==> config.mk <==
export PLATFORM = sky130hd
export DESIGN_NAME = fetch_stage_flat
export DESIGN_NICKNAME = d
export VERILOG_FILES = /design/src/rtl/fetch_stage_if.sv /design/src/rtl/fetch_stage.sv /design/src/flat_wrapper.sv
export SDC_FILE = /design/constraint.sdc
export NUM_CORES = 1
export LEC_CHECK = 0
export ABC_AREA = 1
export CAP_MARGIN = 20
export CORE_MARGIN = 3
export CORE_UTILIZATION = 30
export DETAILED_ROUTE_END_ITERATION = 12
export GPL_TIMING_DRIVEN = 0
export PLACE_DENSITY = 0.5
export SLEW_MARGIN = 15
export SYNTH_ARGS = -nofsm -noshare
export SYNTH_HDL_FRONTEND = slang
export SYNTH_SLANG_ARGS = --single-unit
==> constraint.sdc <==
create_clock -name clk -period 6.4 [get_ports clk]
set_input_delay 0.96 -clock clk [delete_from_list [all_inputs] [get_ports clk]]
set_output_delay 0.96 -clock clk [all_outputs]
set_load 0.005 [all_outputs]
==> src/rtl/fetch_stage_if.sv <==
// Fetch-stage bus bundle: instruction-cache handshake, control from
// decode/execute, and the IF/ID pipeline register outputs.
//   master : the fetch stage (drives ic_req/ic_addr and IF/ID outputs)
//   slave  : the environment (cache, decode, execute)
interface fetch_stage_if;
  logic        stall_D;
  logic        redirect;
  logic [31:0] redirect_pc;
  logic        ic_req;
  logic [31:0] ic_addr;
  logic        ic_ready;
  logic        ic_valid;
  logic [31:0] ic_instr;
  logic [31:0] instr_D;
  logic [31:0] pc_D;
  logic [31:0] pc_plus4_D;
  logic        valid_D;

  modport master (
    input  stall_D, redirect, redirect_pc, ic_ready, ic_valid, ic_instr,
    output ic_req, ic_addr, instr_D, pc_D, pc_plus4_D, valid_D
  );

  modport slave (
    output stall_D, redirect, redirect_pc, ic_ready, ic_valid, ic_instr,
    input  ic_req, ic_addr, instr_D, pc_D, pc_plus4_D, valid_D
  );
endinterface

==> src/rtl/fetch_stage.sv <==
// Instruction fetch stage with one outstanding I-cache request.
//   clk, rst : clock, asynchronous active-high reset
//   bus      : fetch_stage_if.master
//     stall_D, redirect, redirect_pc      - pipeline control in
//     ic_req/ic_addr/ic_ready             - cache request handshake
//     ic_valid/ic_instr                   - cache response
//     instr_D/pc_D/pc_plus4_D/valid_D     - registered IF/ID outputs
// A response arriving while decode is stalled is parked in a skid buffer
// (HOLD) until decode frees up. A redirect while a request is in flight
// sends the FSM to DROP so the stale response is discarded.
module fetch_stage #(
  parameter logic [31:0] RESET_PC  = 32'h0000_0000,
  parameter logic [31:0] NOP_INSTR = 32'h0000_0013
) (
  input  logic          clk,
  input  logic          rst,
  fetch_stage_if.master bus
);

  typedef enum logic [1:0] {ISSUE, WAIT, DROP, HOLD} state_e;

  state_e      state_q, state_d;
  logic [31:0] pc_f_q, pc_f_d;
  logic [31:0] skid_q, skid_d;
  logic [31:0] id_instr_q, id_instr_d;
  logic [31:0] id_pc_q, id_pc_d;
  logic [31:0] id_pc4_q, id_pc4_d;
  logic        id_valid_q, id_valid_d;

  logic        decode_free;
  logic        deliver;
  logic [31:0] deliver_instr;
  logic [31:0] pc_f_plus4;
  logic [31:0] redirect_tgt;

  assign decode_free  = ~id_valid_q | ~bus.stall_D;
  assign pc_f_plus4   = pc_f_q + 32'd4;
  assign redirect_tgt = bus.redirect_pc & ~32'h0000_0003;

  // Request is qualified by rst so it is low during an asynchronous reset.
  assign bus.ic_req     = (state_q == ISSUE) & ~bus.redirect & ~rst;
  assign bus.ic_addr    = pc_f_q;
  assign bus.instr_D    = id_instr_q;
  assign bus.pc_D       = id_pc_q;
  assign bus.pc_plus4_D = id_pc4_q;
  assign bus.valid_D    = id_valid_q;

  always_comb begin
    state_d       = state_q;
    pc_f_d        = pc_f_q;
    skid_d        = skid_q;
    id_instr_d    = id_instr_q;
    id_pc_d       = id_pc_q;
    id_pc4_d      = id_pc4_q;
    id_valid_d    = id_valid_q;
    deliver       = 1'b0;
    deliver_instr = bus.ic_instr;

    if (bus.redirect) begin
      // Redirect beats stall and any response arriving this cycle.
      pc_f_d     = redirect_tgt;
      id_valid_d = 1'b0;
      id_instr_d = NOP_INSTR;
      unique case (state_q)
        ISSUE:   state_d = ISSUE;
        WAIT:    state_d = bus.ic_valid ? ISSUE : DROP;
        DROP:    state_d = DROP;
        HOLD:    state_d = ISSUE;
        default: state_d = ISSUE;
      endcase
    end else begin
      unique case (state_q)
        ISSUE: begin
          if (bus.ic_ready) state_d = WAIT;
        end
        WAIT: begin
          if (bus.ic_valid) begin
            if (decode_free) begin
              deliver = 1'b1;
              state_d = ISSUE;
            end else begin
              skid_d  = bus.ic_instr;
              state_d = HOLD;
            end
          end
        end
        DROP: begin
          if (bus.ic_valid) state_d = ISSUE;
        end
        HOLD: begin
          if (!bus.stall_D) begin
            deliver       = 1'b1;
            deliver_instr = skid_q;
            state_d       = ISSUE;
          end
        end
        default: state_d = ISSUE;
      endcase

      if (deliver) begin
        id_instr_d = deliver_instr;
        id_pc_d    = pc_f_q;
        id_pc4_d   = pc_f_plus4;
        id_valid_d = 1'b1;
        pc_f_d     = pc_f_plus4;
      end else if (decode_free) begin
        id_valid_d = 1'b0;
        id_instr_d = NOP_INSTR;
      end
    end
  end

  always_ff @(posedge clk or posedge rst) begin
    if (rst) begin
      state_q    <= ISSUE;
      pc_f_q     <= RESET_PC;
      skid_q     <= '0;
      id_instr_q <= NOP_INSTR;
      id_pc_q    <= '0;
      id_pc4_q   <= '0;
      id_valid_q <= 1'b0;
    end else begin
      state_q    <= state_d;
      pc_f_q     <= pc_f_d;
      skid_q     <= skid_d;
      id_instr_q <= id_instr_d;
      id_pc_q    <= id_pc_d;
      id_pc4_q   <= id_pc4_d;
      id_valid_q <= id_valid_d;
    end
  end

endmodule

==> src/flat_wrapper.sv <==
// flat-port wrapper written by rule: the top's interface ports become plain ports
module fetch_stage_flat 
#(
  parameter logic [31:0] RESET_PC  = 32'h0000_0000,
  parameter logic [31:0] NOP_INSTR = 32'h0000_0013
)
  (clk, rst, bus_stall_D, bus_redirect, bus_redirect_pc, bus_ic_ready, bus_ic_valid, bus_ic_instr, bus_ic_req, bus_ic_addr, bus_instr_D, bus_pc_D, bus_pc_plus4_D, bus_valid_D);
  fetch_stage_if bus_i ();
  input  logic clk;
  input  logic rst;
  input wire logic [$bits(bus_i.stall_D)-1:0] bus_stall_D;
  input wire logic [$bits(bus_i.redirect)-1:0] bus_redirect;
  input wire logic [$bits(bus_i.redirect_pc)-1:0] bus_redirect_pc;
  input wire logic [$bits(bus_i.ic_ready)-1:0] bus_ic_ready;
  input wire logic [$bits(bus_i.ic_valid)-1:0] bus_ic_valid;
  input wire logic [$bits(bus_i.ic_instr)-1:0] bus_ic_instr;
  output wire logic [$bits(bus_i.ic_req)-1:0] bus_ic_req;
  output wire logic [$bits(bus_i.ic_addr)-1:0] bus_ic_addr;
  output wire logic [$bits(bus_i.instr_D)-1:0] bus_instr_D;
  output wire logic [$bits(bus_i.pc_D)-1:0] bus_pc_D;
  output wire logic [$bits(bus_i.pc_plus4_D)-1:0] bus_pc_plus4_D;
  output wire logic [$bits(bus_i.valid_D)-1:0] bus_valid_D;
  assign bus_i.stall_D = bus_stall_D;
  assign bus_i.redirect = bus_redirect;
  assign bus_i.redirect_pc = bus_redirect_pc;
  assign bus_i.ic_ready = bus_ic_ready;
  assign bus_i.ic_valid = bus_ic_valid;
  assign bus_i.ic_instr = bus_ic_instr;
  assign bus_ic_req = bus_i.ic_req;
  assign bus_ic_addr = bus_i.ic_addr;
  assign bus_instr_D = bus_i.instr_D;
  assign bus_pc_D = bus_i.pc_D;
  assign bus_pc_plus4_D = bus_i.pc_plus4_D;
  assign bus_valid_D = bus_i.valid_D;
  fetch_stage #(.RESET_PC(RESET_PC), .NOP_INSTR(NOP_INSTR)) u_core (.clk(clk), .rst(rst), .bus(bus_i));
endmodule
==> metrics.cfg <==
[setup_path]
rr_endpoint = u_core.bus.pc_plus4_D[28]
startpoint_type = input pin
critical_path.most_common_cell = sky130_fd_sc_hd__clkdlybuf4s50_1
setup.worst_path.end_class = primary output
path_buf_inv = 2
timing.rr.start = u_core.bus.ic_addr[3]
reg2regPathDepth = 8
max_stage_delay_ns = 0.55
critical_path_arrival_ns = 2.27
critPathKind = input pin to primary output
timing.critical_path.cells = clkdlybuf4s50_1 > nor3_1 > clkdlybuf4s50_1
timing.critical_path.max_delay_family = buffers and inverters
slowest_stage = sky130_fd_sc_hd__clkdlybuf4s50_1
worst-path-max-fanout = 2
cp.required_ns = 5.44
startpoint = rst
reg2reg_slack_ns = 4.45

[power_and_ir_drop]
power.share.combinational = 0.320
ir_worst_vdd_uv = 176
leakage_nw = 5.14
netSwitchingPower_w = 0.00122
power_frac_clock = 0.269
power.share.sequential = 0.411
power-per-cell-area_nw_per_um2 = 361
p_sw_frac = 0.329
p_int_w = 0.00250

[floorplan]
design.core.area_um2 = 23800
die_width_um = 163
die_h_um = 163
floorplan.rows = 56
area_of_the_die_um2 = 26500
io_pins = 200
initial_util = 0.309

[finish]
insertedDiodeCount = 0
layout-area-overhead-vs-synth_pct = 39.6
nets = 1255
layout-drive-gt1-share = 0.0610
layout_filler_cell_count = 2477
design_area_um2 = 10300

[yosys]
yosys.cell_types.count = 27
ys_seq_elements = 157
synth-adder-area-share = 0.00170
synthCells = 969
dominant_combinational_cell_family_by_area_after_synthesis = simple AND/OR/NAND/NOR gates
synth_enable_flop_cells = 0
yosys.area_share.xor_xnor = 0.00832
synth.yosys.warnings = 0
synth_compound_gate_area_share = 0.0771
syn_area_um2 = 7370
post_synth_mux_area_share = 0
synth_async_sr_flop_share = 1.00
ys.flop_type = sky130_fd_sc_hd__dfrtp_1
synthesis.area_per_instance_um2 = 7.61
synth-seq-area-share = 0.534
synthSimpleGateAreaFrac = 0.292

[timing]
whs_ns = 0.474
achievable-frequency_ghz = 0.310
maxSlewViolCount = 0
setup_repair_after_global_routing_missed_its_margin = no
final-hold-violation-count = 0
relSlewSlack = 0.625
setup_ws_ns = 3.17
timing.setup.tns_ns = 0
period_minus_slack_ns = 3.23
timing.final.crit_share = 0.504
clock-skew-final_ns = 0.0127
worst-slew-pin-transition_ns = 0.563
setup_viol_count_final = 0

[clock_tree]
clk_transition_reported_paths_ns = 0.07
root_buffer_master = sky130_fd_sc_hd__clkbuf_16
clock_sinks = 157
clock_path_buffers = 2
clock_insertion_delay_worst_skew_ns = 0.43
post_cts.repair.setup_buffers = 0
tritoncts.num_buffers = 17
cts_tree = yes
postCtsResizedCells = 0
cts-htree-levels = 4
hold_buffers = 0

[route]
wl_um = 23400
post_drt_via_cell_ratio = 4.42
drc_violation_count_after_routing = 0
drt_first_iter_violations = 403
antenna_left = 0
first_pass_iters = 5
detailroute.via_count = 6698
wl_per_cell_um = 15.4

[place]
placedInstanceArea_um2 = 9730
detailed_place_hpwl_um = 17300
placement.setup.worst_slack_ns = 3.14
routability_cong = 0.836
buffer_ports.inserted = 190

[status]
run_status = complete, no violations

[global_routing]
grt_pass1_vias = 6562
grt_overflow_total = 0
largest_net_degree_at_the_start_of_global_routing = 101
tot_gr_track_use = 0.178
first_pass_grt_wire_length_um = 36900
grt_antenna_before_repair = 1

[worst_hold_path]
min_from = u_core.bus.pc_plus4_D[10]
worstHoldPathCells = 2
min-delay-path-class = flop to flop
worst_hold_path.endpoint = u_core.bus.pc_plus4_D[10]

[job]
max-cap-violations = 0

==> stage by stage <==
| step | utilization | power (W) | std cells |
|---|---|---|---|
| final | 0.432 | 0.00372 | 1516 |
| after global routing | 0.432 | 0.00398 | 1516 |
| after CTS | 0.432 | 0.00377 | 1516 |
| after detailed placement | 0.408 | 0.00276 | 1484 |
| after global placement | 0.407 | 0.00274 | 1483 |
| after floorplan | - | 0.00200 | 974 |
==> worst register-to-register path: cells and delay by family (launching register included) <==
family / cells / cell delay [ns]
and+or+nand+nor: 7 / 1.23
DFF: 1 / 0.39
adders and majority gates: 1 / 0.22
==> synth_stat cells (3+ instances only) <==
library cell	instances	area, um^2
sky130_fd_sc_hd__a21oi_1	32	160
sky130_fd_sc_hd__buf_2	15	75.1
sky130_fd_sc_hd__buf_4	11	82.6
sky130_fd_sc_hd__buf_6	3	33.8
sky130_fd_sc_hd__clkbuf_1	18	67.6
sky130_fd_sc_hd__dfrtp_1	154	3850
sky130_fd_sc_hd__dfstp_2	3	78.8
sky130_fd_sc_hd__inv_1	96	360
sky130_fd_sc_hd__inv_2	4	15.0
sky130_fd_sc_hd__nand2_1	390	1460
sky130_fd_sc_hd__nand3_1	73	365
sky130_fd_sc_hd__nor2_1	76	285
sky130_fd_sc_hd__o21ai_0	63	315
sky130_fd_sc_hd__o21ai_1	11	55.1
sky130_fd_sc_hd__xor2_1	5	43.8
==> power groups by stage <==
| stage | sequential [W] | clock (W) | combinational (W) |
|---|---|---|---|
| floorplan | 0.00151 | 0 | 0.000489 |
| global route | 0.00157 | 0.00106 | 0.00134 |
| detailed placement | 0.00155 | 0 | 0.00121 |
| global placement | 0.00155 | 0 | 0.00120 |
| finish | 0.00153 | 0.00100 | 0.00119 |
| CTS | 0.00153 | 0.00102 | 0.00122 |
==> registers in the layout, indices dropped and copies added, names as in the netlist <==
signal / cells
u_core.skid_q: 32
u_core.bus.valid_D: 1
u_core.bus.instr_D: 32
u_core.bus.pc_D: 30
u_core.state_q: 2
u_core.bus.ic_addr: 30
u_core.bus.pc_plus4_D: 30
==> cells in the final DEF (no fill, tap or decap), drive strengths merged <==
cell type,n
xor2,5
nor2,78
xnor2,2
o21ai,75
clkinvlp,2
buf,30
a31oi,1
a21oi,32
dfstp,3
dfrtp,154
o21bai,1
conb,6
clkdlybuf4s50,190
clkbuf,36
inv,105
nand3,73
o21a,2
nand4,1
clkinv,7
nand2,391
nor3,1
ha,1
bufinv,1
==> cell families after synthesis <==
logic type,Yosys count
AOI/OAI and AO/OA,111
and+or+nand+nor,544
other,1
buffers and inverters,148
xor gates and xnor gates,7
DFF,157
adders and majority gates,1
==> worst max-delay path by stage <==
| stage | end | depth (start not counted) | slack [ns] |
|---|---|---|---|
| floorplan | u_core.bus.ic_addr[10] | 1 | 1.21 |
| global placement | u_core.bus.pc_plus4_D[19] | 2 | -1.47 |
| detailed placement | bus_ic_req | 3 | 3.14 |
| CTS | bus_ic_req | 3 | 3.14 |
| global route | bus_ic_req | 3 | 3.13 |
| finish | bus_ic_req | 3 | 3.17 |
==> cell type report <==
type / count / area, um^2 / area share
clock buffers: 18 / 429 / 0.0417
well taps: 319 / 399 / 0.0388
clock inverters: 14 / 136 / 0.0133
repair buffers: 191 / 1930 / 0.187
multi-input cells: 669 / 2820 / 0.274
plain buffers: 47 / 259 / 0.0252
inverters: 101 / 387 / 0.0376
flip-flops and latches: 157 / 3930 / 0.382
==> per-layer routing <==
layer  up-vias  global-route usage  part of all wire
met5         -                   0           0.00056
met4         2              0.0477             0.016
met3        21              0.0537             0.071
met2       178               0.282              0.46
met1      3087               0.239              0.46
li1       3410                   -                 -
(Power assumes the default switching activity.)
